File: config.mk
export PLATFORM = sky130hd
export DESIGN_NAME = crc_stream
export DESIGN_NICKNAME = d
export VERILOG_FILES = /design/src/rtl/crc_stream.sv
export SDC_FILE = /design/constraint.sdc
export NUM_CORES = 1
export LEC_CHECK = 0
export CAP_MARGIN = 10
export CORE_UTILIZATION = 45
export CTS_BUF_LIST = sky130_fd_sc_hd__clkbuf_8
export CTS_CLUSTER_SIZE = 40
export DETAILED_ROUTE_END_ITERATION = 8
export DONT_BUFFER_PORTS = 1
export PLACE_DENSITY = 0.61
export SYNTH_ARGS = -nofsm -noshare
export SYNTH_HDL_FRONTEND = slang
export SYNTH_SLANG_ARGS = --single-unit
File: constraint.sdc
create_clock -name clk -period 3.05 [get_ports clk]
set_input_delay 0.305 -clock clk [delete_from_list [all_inputs] [get_ports clk]]
set_output_delay 0.305 -clock clk [all_outputs]
set_load 0.005 [all_outputs]
File: src/rtl/crc_stream.sv
// Serial MSB-first CRC engine with generate and check modes.
// Check mode runs the appended checksum through the register and flags a non-zero residue.
module crc_stream #(
  parameter int               CRC_W = 15,
  parameter logic [CRC_W-1:0] POLY  = 15'h4599,
  parameter logic [CRC_W-1:0] INIT  = '0,
  parameter int               CNT_W = 7
) (
  input  logic             clk,
  input  logic             rst_n,
  input  logic             start,
  input  logic             mode,
  input  logic             abort,
  input  logic             bit_in,
  input  logic             bit_valid,
  input  logic             bit_last,
  output logic             busy,
  output logic [CRC_W-1:0] crc_out,
  output logic             done,
  output logic             crc_err,
  output logic [CNT_W-1:0] bit_count
);

  localparam int              CHK_W    = $clog2(CRC_W + 1);
  localparam logic [CHK_W-1:0] CHK_LAST = CHK_W'(CRC_W - 1);

  typedef enum logic [1:0] {IDLE, DATA, CHKSUM, DONE} state_t;

  state_t           state_reg;
  logic [CRC_W-1:0] crc_reg;
  logic [CRC_W-1:0] crc_next;
  logic [CNT_W-1:0] cnt_reg;
  logic [CHK_W-1:0] chk_reg;
  logic             mode_reg;
  logic             done_reg;
  logic             err_reg;

  // One LFSR step for the bit currently presented on bit_in.
  always_comb begin
    crc_next = {crc_reg[CRC_W-2:0], 1'b0};
    if (bit_in ^ crc_reg[CRC_W-1]) begin
      crc_next = crc_next ^ POLY;
    end
  end

  always_ff @(posedge clk or negedge rst_n) begin
    if (!rst_n) begin
      state_reg <= IDLE;
      crc_reg   <= INIT;
      cnt_reg   <= '0;
      chk_reg   <= '0;
      mode_reg  <= 1'b0;
      done_reg  <= 1'b0;
      err_reg   <= 1'b0;
    end else begin
      done_reg <= 1'b0;
      case (state_reg)
        IDLE: begin
          if (start && !abort) begin
            crc_reg   <= INIT;
            cnt_reg   <= '0;
            mode_reg  <= mode;
            err_reg   <= 1'b0;
            state_reg <= DATA;
          end
        end
        DATA: begin
          if (abort) begin
            state_reg <= IDLE;
          end else if (bit_valid) begin
            crc_reg <= crc_next;
            if (cnt_reg != '1) begin
              cnt_reg <= cnt_reg + 1'b1;
            end
            if (bit_last) begin
              if (mode_reg) begin
                chk_reg   <= '0;
                state_reg <= CHKSUM;
              end else begin
                err_reg   <= 1'b0;
                done_reg  <= 1'b1;
                state_reg <= DONE;
              end
            end
          end
        end
        CHKSUM: begin
          if (abort) begin
            state_reg <= IDLE;
          end else if (bit_valid) begin
            crc_reg <= crc_next;
            // The error flag is resolved from the residue left by the final checksum bit.
            if (chk_reg == CHK_LAST) begin
              err_reg   <= (crc_next != '0);
              done_reg  <= 1'b1;
              state_reg <= DONE;
            end else begin
              chk_reg <= chk_reg + 1'b1;
            end
          end
        end
        DONE: begin
          state_reg <= IDLE;
        end
        default: begin
          state_reg <= IDLE;
        end
      endcase
    end
  end

  assign busy      = (state_reg == DATA) || (state_reg == CHKSUM);
  assign crc_out   = crc_reg;
  assign done      = done_reg;
  assign crc_err   = err_reg;
  assign bit_count = cnt_reg;

endmodule
# After elaboration in Yosys (flattened, before gate mapping)
# Cells that the tools add are included.
dict set report totals {
  regBits 31
  inputBits 8
  elab_cells 93
  romBits 0
  latch_bits 0
  mem_count 0
  ram_bits 0
}
dict set report op_classes {
  n_shift 0
  n_mul 0
  bitwise 2
  addsub 2
  div_mod_pow 0
  n_reduce_logical 16
  n_lt_le_gt_ge 0
  mux 44
  n_eq_ne 22
}
# operator n
set ops {}
lappend ops {{2-to-1 mux 15 bit} 4}
lappend ops {{case mux 15 bit (2 select lines)} 1}
lappend ops {{2-to-1 mux 4 bit} 7}
lappend ops {{2-to-1 mux 7 bit} 4}
lappend ops {{!= test 2 bit, second input constant} 12}
lappend ops {{2-to-1 mux 1 bit} 16}
lappend ops {{nonzero test 15 bit} 1}
lappend ops {{2-to-1 mux 2 bit} 7}
lappend ops {{case mux 7 bit (2 select lines)} 1}
lappend ops {{!= test 3 bit, second input constant} 4}
lappend ops {{AND reduction 5 bit} 2}
lappend ops {{AND reduction 9 bit} 1}
lappend ops {{case mux 2 bit (4 select lines)} 1}
lappend ops {{case mux 4 bit (2 select lines)} 1}
lappend ops {{AND reduction 8 bit} 1}
lappend ops {{adder 7 x 1 -> 7 bit, second input constant} 1}
lappend ops {{!= test 7 bit, second input constant} 1}
lappend ops {{inverter 7 bit} 1}
lappend ops {{nonzero test 2 bit} 3}
lappend ops {{adder 4 x 1 -> 4 bit, second input constant} 1}
lappend ops {{== test 2 bit, second input constant} 2}
lappend ops {{== test 4 bit, second input constant} 1}
lappend ops {{AND reduction 4 bit} 1}
lappend ops {{case mux 1 bit (3 select lines)} 1}
lappend ops {{11 further kinds} 11}

# Longest topological paths before layout
dict set report logic_depth {
  word_depth 7
  ltp_mapped 8
}

# Worst setup path after synthesis
# No wires, ideal clock.
dict set report synth_timing {
  kind {flip-flop to flip-flop}
  startpoint {register state_reg[0]}
  endpoint {register chk_reg[1]}
  period_less_slack_ns 1.837
  stages_incl_launch_ff 8
  setup_ns 0.127
  arrival_time_ns 1.710
  required_ns 2.923
  slack_ns 1.213
  path_cell_list {dfrtp_1 -> inv_1 -> ha_1 -> or2_2 -> a2bb2oi_1 -> and2_1 -> buf_2 -> mux2_1}
}
dict set report synth_via {
  elab_chain_len 3
  elab_cells_between_ends 12
  cone_classes {eq/ne: 9; mux: 1; reduce/logical: 2}
}
# item line
set synth_lines {}
lappend synth_lines {{from (decl)} 29} ;# state_t state_reg;
lappend synth_lines {{from (signal assigned)} 48} ;# state_reg <= IDLE;
lappend synth_lines {{from (signal assigned)} 64} ;# state_reg <= DATA;
lappend synth_lines {{from (signal assigned)} 69} ;# state_reg <= IDLE;
lappend synth_lines {{== test 2 bit or == test 2 x 1 -> 1 bit (tied branches)} 57} ;# case (state_reg)
lappend synth_lines {{!= test 2 bit (no line) or nonzero test 2 bit (tied branches)} --}
lappend synth_lines {{AND reduction 8 bit (no line)} --}
lappend synth_lines {{to (signal assigned)} 98} ;# chk_reg <= chk_reg + 1'b1;
lappend synth_lines {{to (decl)} 33} ;# logic [CHK_W-1:0] chk_reg;
# Several ways; a longest one is shown, not always the timed one.
# A chain may end at the register's enable or synchronous reset.

# Final worst setup path
dict set report layout_timing {
  startpoint {register state_reg[1]}
  endpoint {register crc_reg[14] (netlist: crc_out[14])}
}
dict set report layout_via {
  elab_chain_len 4
  elab_cells_between_ends 10
  cone_classes {eq/ne: 5; mux: 1; reduce/logical: 4}
}
# item line
set layout_lines {}
lappend layout_lines {{== test 2 x 1 -> 1 bit or == test 2 bit (tied branches)} 57}
lappend layout_lines {{OR reduction 2 bit (no line)} --}
lappend layout_lines {{!= test 2 x 1 -> 1 bit (no line), or another cell as far along} --}
lappend layout_lines {{AND reduction 4 bit (no line)} --}
lappend layout_lines {{to (signal assigned)} 71} ;# crc_reg <= crc_next;
lappend layout_lines {{to (signal assigned)} 91} ;# crc_reg <= crc_next;
lappend layout_lines {{to (decl)} 30} ;# logic [CRC_W-1:0] crc_reg;
# Several ways; a longest one is shown, not always the timed one.

==> qor.csv <==
stage,metric,value,unit
die,core_area,3740,sq um
clock_network,cts_max_path_buffers,2,
timing,final-setup-viol-count,0,
clock_network,numClockSinks,31,
synth,async_flop_share,1.00,
synth,synth_area,1790,sq um
worst_setup_path,crit_type,flip-flop to flip-flop,
die,io-pin-count,33,
timing,period_needed,2040,ps
worst_setup_path,cp_max_fo,30,
synth,synth-seq-cells,31,
power_and_ir_drop,max-vdd-ir-drop,0.000417,V
synth,ys_warn_count,0,
synth,synth_cells,192,
timing,finalHoldViolations,0,
synth,avgSynthCellArea,9.31,sq um
worst_hold_path,hold_path_class,input port to flip-flop,
synth,synthFlopType,dfrtp_1,
layout,nets,214,
detailed_routing,vias_per_cell,5.65,
clock_network,cts_setup_buffers,0,
die,dieArea,4230,sq um
detailed_routing,first_pass_iters,5,
timing,fmax,490,MHz
global_route,grt.overflow.total,0,
place,hpwl,2620,um
timing,skew,6.70,ps
detailed_routing,vias,1384,
layout,area_growth,9.73,%
place,globalplace.congestion,0.929,
timing,rsz0062_at_grt,false,
place,port-buffer-count,0,
global_route,grt_pass1_wl,6380,um
detailed_routing,drc_errors,0,
detailed_routing,drt_wl_total,3720,um
timing,holdWs,166,ps
timing,fin_crit_sh,0.669,
worst_setup_path,critPathRequiredTime,3170,ps
clock_network,clock_latency,280,ps
global_route,grt_max_degree,32,
worst_setup_path,startpoint,state_reg[1],
worst_setup_path,ff2ff_setup_slack,1010,ps
synth,synth_edf_count,0,
die,fp.dieW,65.0,um
synth,synth_fp_nets,210,
timing,fin_setup_tns,0,ps
layout,drive_gt1_frac,0.112,
worst_hold_path,hold_path.startpoint,mode,
clock_network,cts_resized,0,
timing,slew_violations,0,
clock_network,clk_pin_slew,70,ps
synth,yosysSeqAreaShare,0.434,
timing,relSlewSlack,0.458,
detailed_routing,drt_iter0_drc,89,
timing,worst_pin_slew,811,ps
clock_network,cts_tree,yes,
worst_setup_path,cp-start-kind,flip-flop,
global_route,grt_pass1_vias,1336,
die,row_count,22,
layout,n_antenna_cell,0,
clock_network,cts_root_buffer,clkbuf_8,
power_and_ir_drop,p_leak,0.881,nW
layout,largest_reg_flops,15,
worst_setup_path,end_kind,flip-flop,
power_and_ir_drop,p_per_area,976,nW/um^2
clock_network,cts-buffers-inserted,5,
global_route,grt_use_total,0.202,
worst_setup_path,cp.arrival,2160,ps
die,initial_core_util,0.477,
layout,final_area,1960,sq um
worst_setup_path,r2r-start,state_reg[1],
detailed_routing,wl_per_cell,15.2,um
clock_network,cts-htree-levels,2,
place,placed_area,1830,sq um
detailed_routing,ant_nets,0,
synth,ys_types,45,
flow_run,cap_violations,0,
global_route,antenna_found_initial,0,
run_status,status,"finished, final reports clean",
die,die_h,65.0,um
-- what timing repair did --
item | CTS | global route
hold buffers | 2 | 0
endpoints found under the hold margin | 31 | 0
setup endpoints to repair | 0 | 0
-- worst paths after layout --
path                                 to  depth (start not counted)
max in group asynchronous  bit_count[1]                          2
hold / removal                 mode_reg                          1
setup / recovery            crc_out[14]                          6
setup reg to reg            crc_out[14]                          6
min in group asynchronous          done                          2
hold reg to reg              chk_reg[3]                          1
-- critical path, stage by stage (launching register included) --
cell and delay [ps]:
dfrtp_1 420, inv_1 120, ha_1 280, a21oi_1 200
nand2_1 510, nand2_1 230, o221ai_1 120
-- synthesized netlist by cell type (3+ instances only) --
cell type  count  area share
nand3_1        4       0.011
ha_1          10       0.070
nand2_1       46       0.097
o21ai_0       23       0.064
o21ai_1        3      0.0084
a211oi_1       4       0.017
inv_1          7       0.015
xor2_1         6       0.029
nand2b_1       3       0.011
dfrtp_1       31        0.43
nor2_1         7       0.015
a21oi_1        3      0.0084
and2_1         3       0.011
clkbuf_1       5       0.011
-- stage by stage --
| stage | power (mW) | cells | util | worst slack (ps) |
|---|---|---|---|---|
| 6_report | 1.91 | 245 | 0.524 | 1010 |
| 2_1_floorplan | 1.36 | 192 | - | 1210 |
| 3_5_place_dp | 1.55 | 235 | 0.489 | 1010 |
| 4_1_cts | 1.93 | 245 | 0.524 | 998 |
| 5_1_grt | 2.09 | 245 | 0.524 | 727 |
| 3_3_place_gp | 1.52 | 235 | 0.489 | 1130 |
-- area by class of cell --
type                       instances  area (sq um)
multi-input combinational        148           961
timing repair buffer               3          37.5
inverter                           7          26.3
clock inverter                     1          3.75
fill                             346          1780
tap                               48          60.1
sequential                        31           776
clock buffer                       7          96.3
-- cell families after synthesis --
group           synth area share
buf+inv                   0.0280
xor+xnor                  0.0385
mux                       0.0245
flops                      0.434
simple gates               0.210
compound gates             0.195
fa+ha+maj                 0.0700
-- report_power, final --
group          switching (mW)  internal [mW]  total, mW
Sequential              0.137          0.517      0.654
Clock                   0.156          0.203      0.358
Combinational           0.573          0.330      0.902
-- routing by layer --
metal  track usage  share of wire  wire length (um)
met1         0.270           0.46              1690
met2         0.296           0.45              1690
met3        0.0669          0.072               269
met4        0.0924          0.018                68
met5             0              0                 0
-- placed cells by master, fill, tap and decap left out, drive strengths merged, types with 2 or more instances in the layout --
cell type  instances
and3               2
a21oi              3
xor2               7
o221ai             2
a211oi             4
nor3               2
nand2             46
nand3b             2
o31ai              3
nand3              5
nand2b             4
or2                2
ha                10
dfrtp             31
mux2               3
and2               3
clkbuf             7
inv                8
nor2               7
o21ai             27
or4                2
buf                2
No activity file was read; power rests on OpenSTA's default activity.
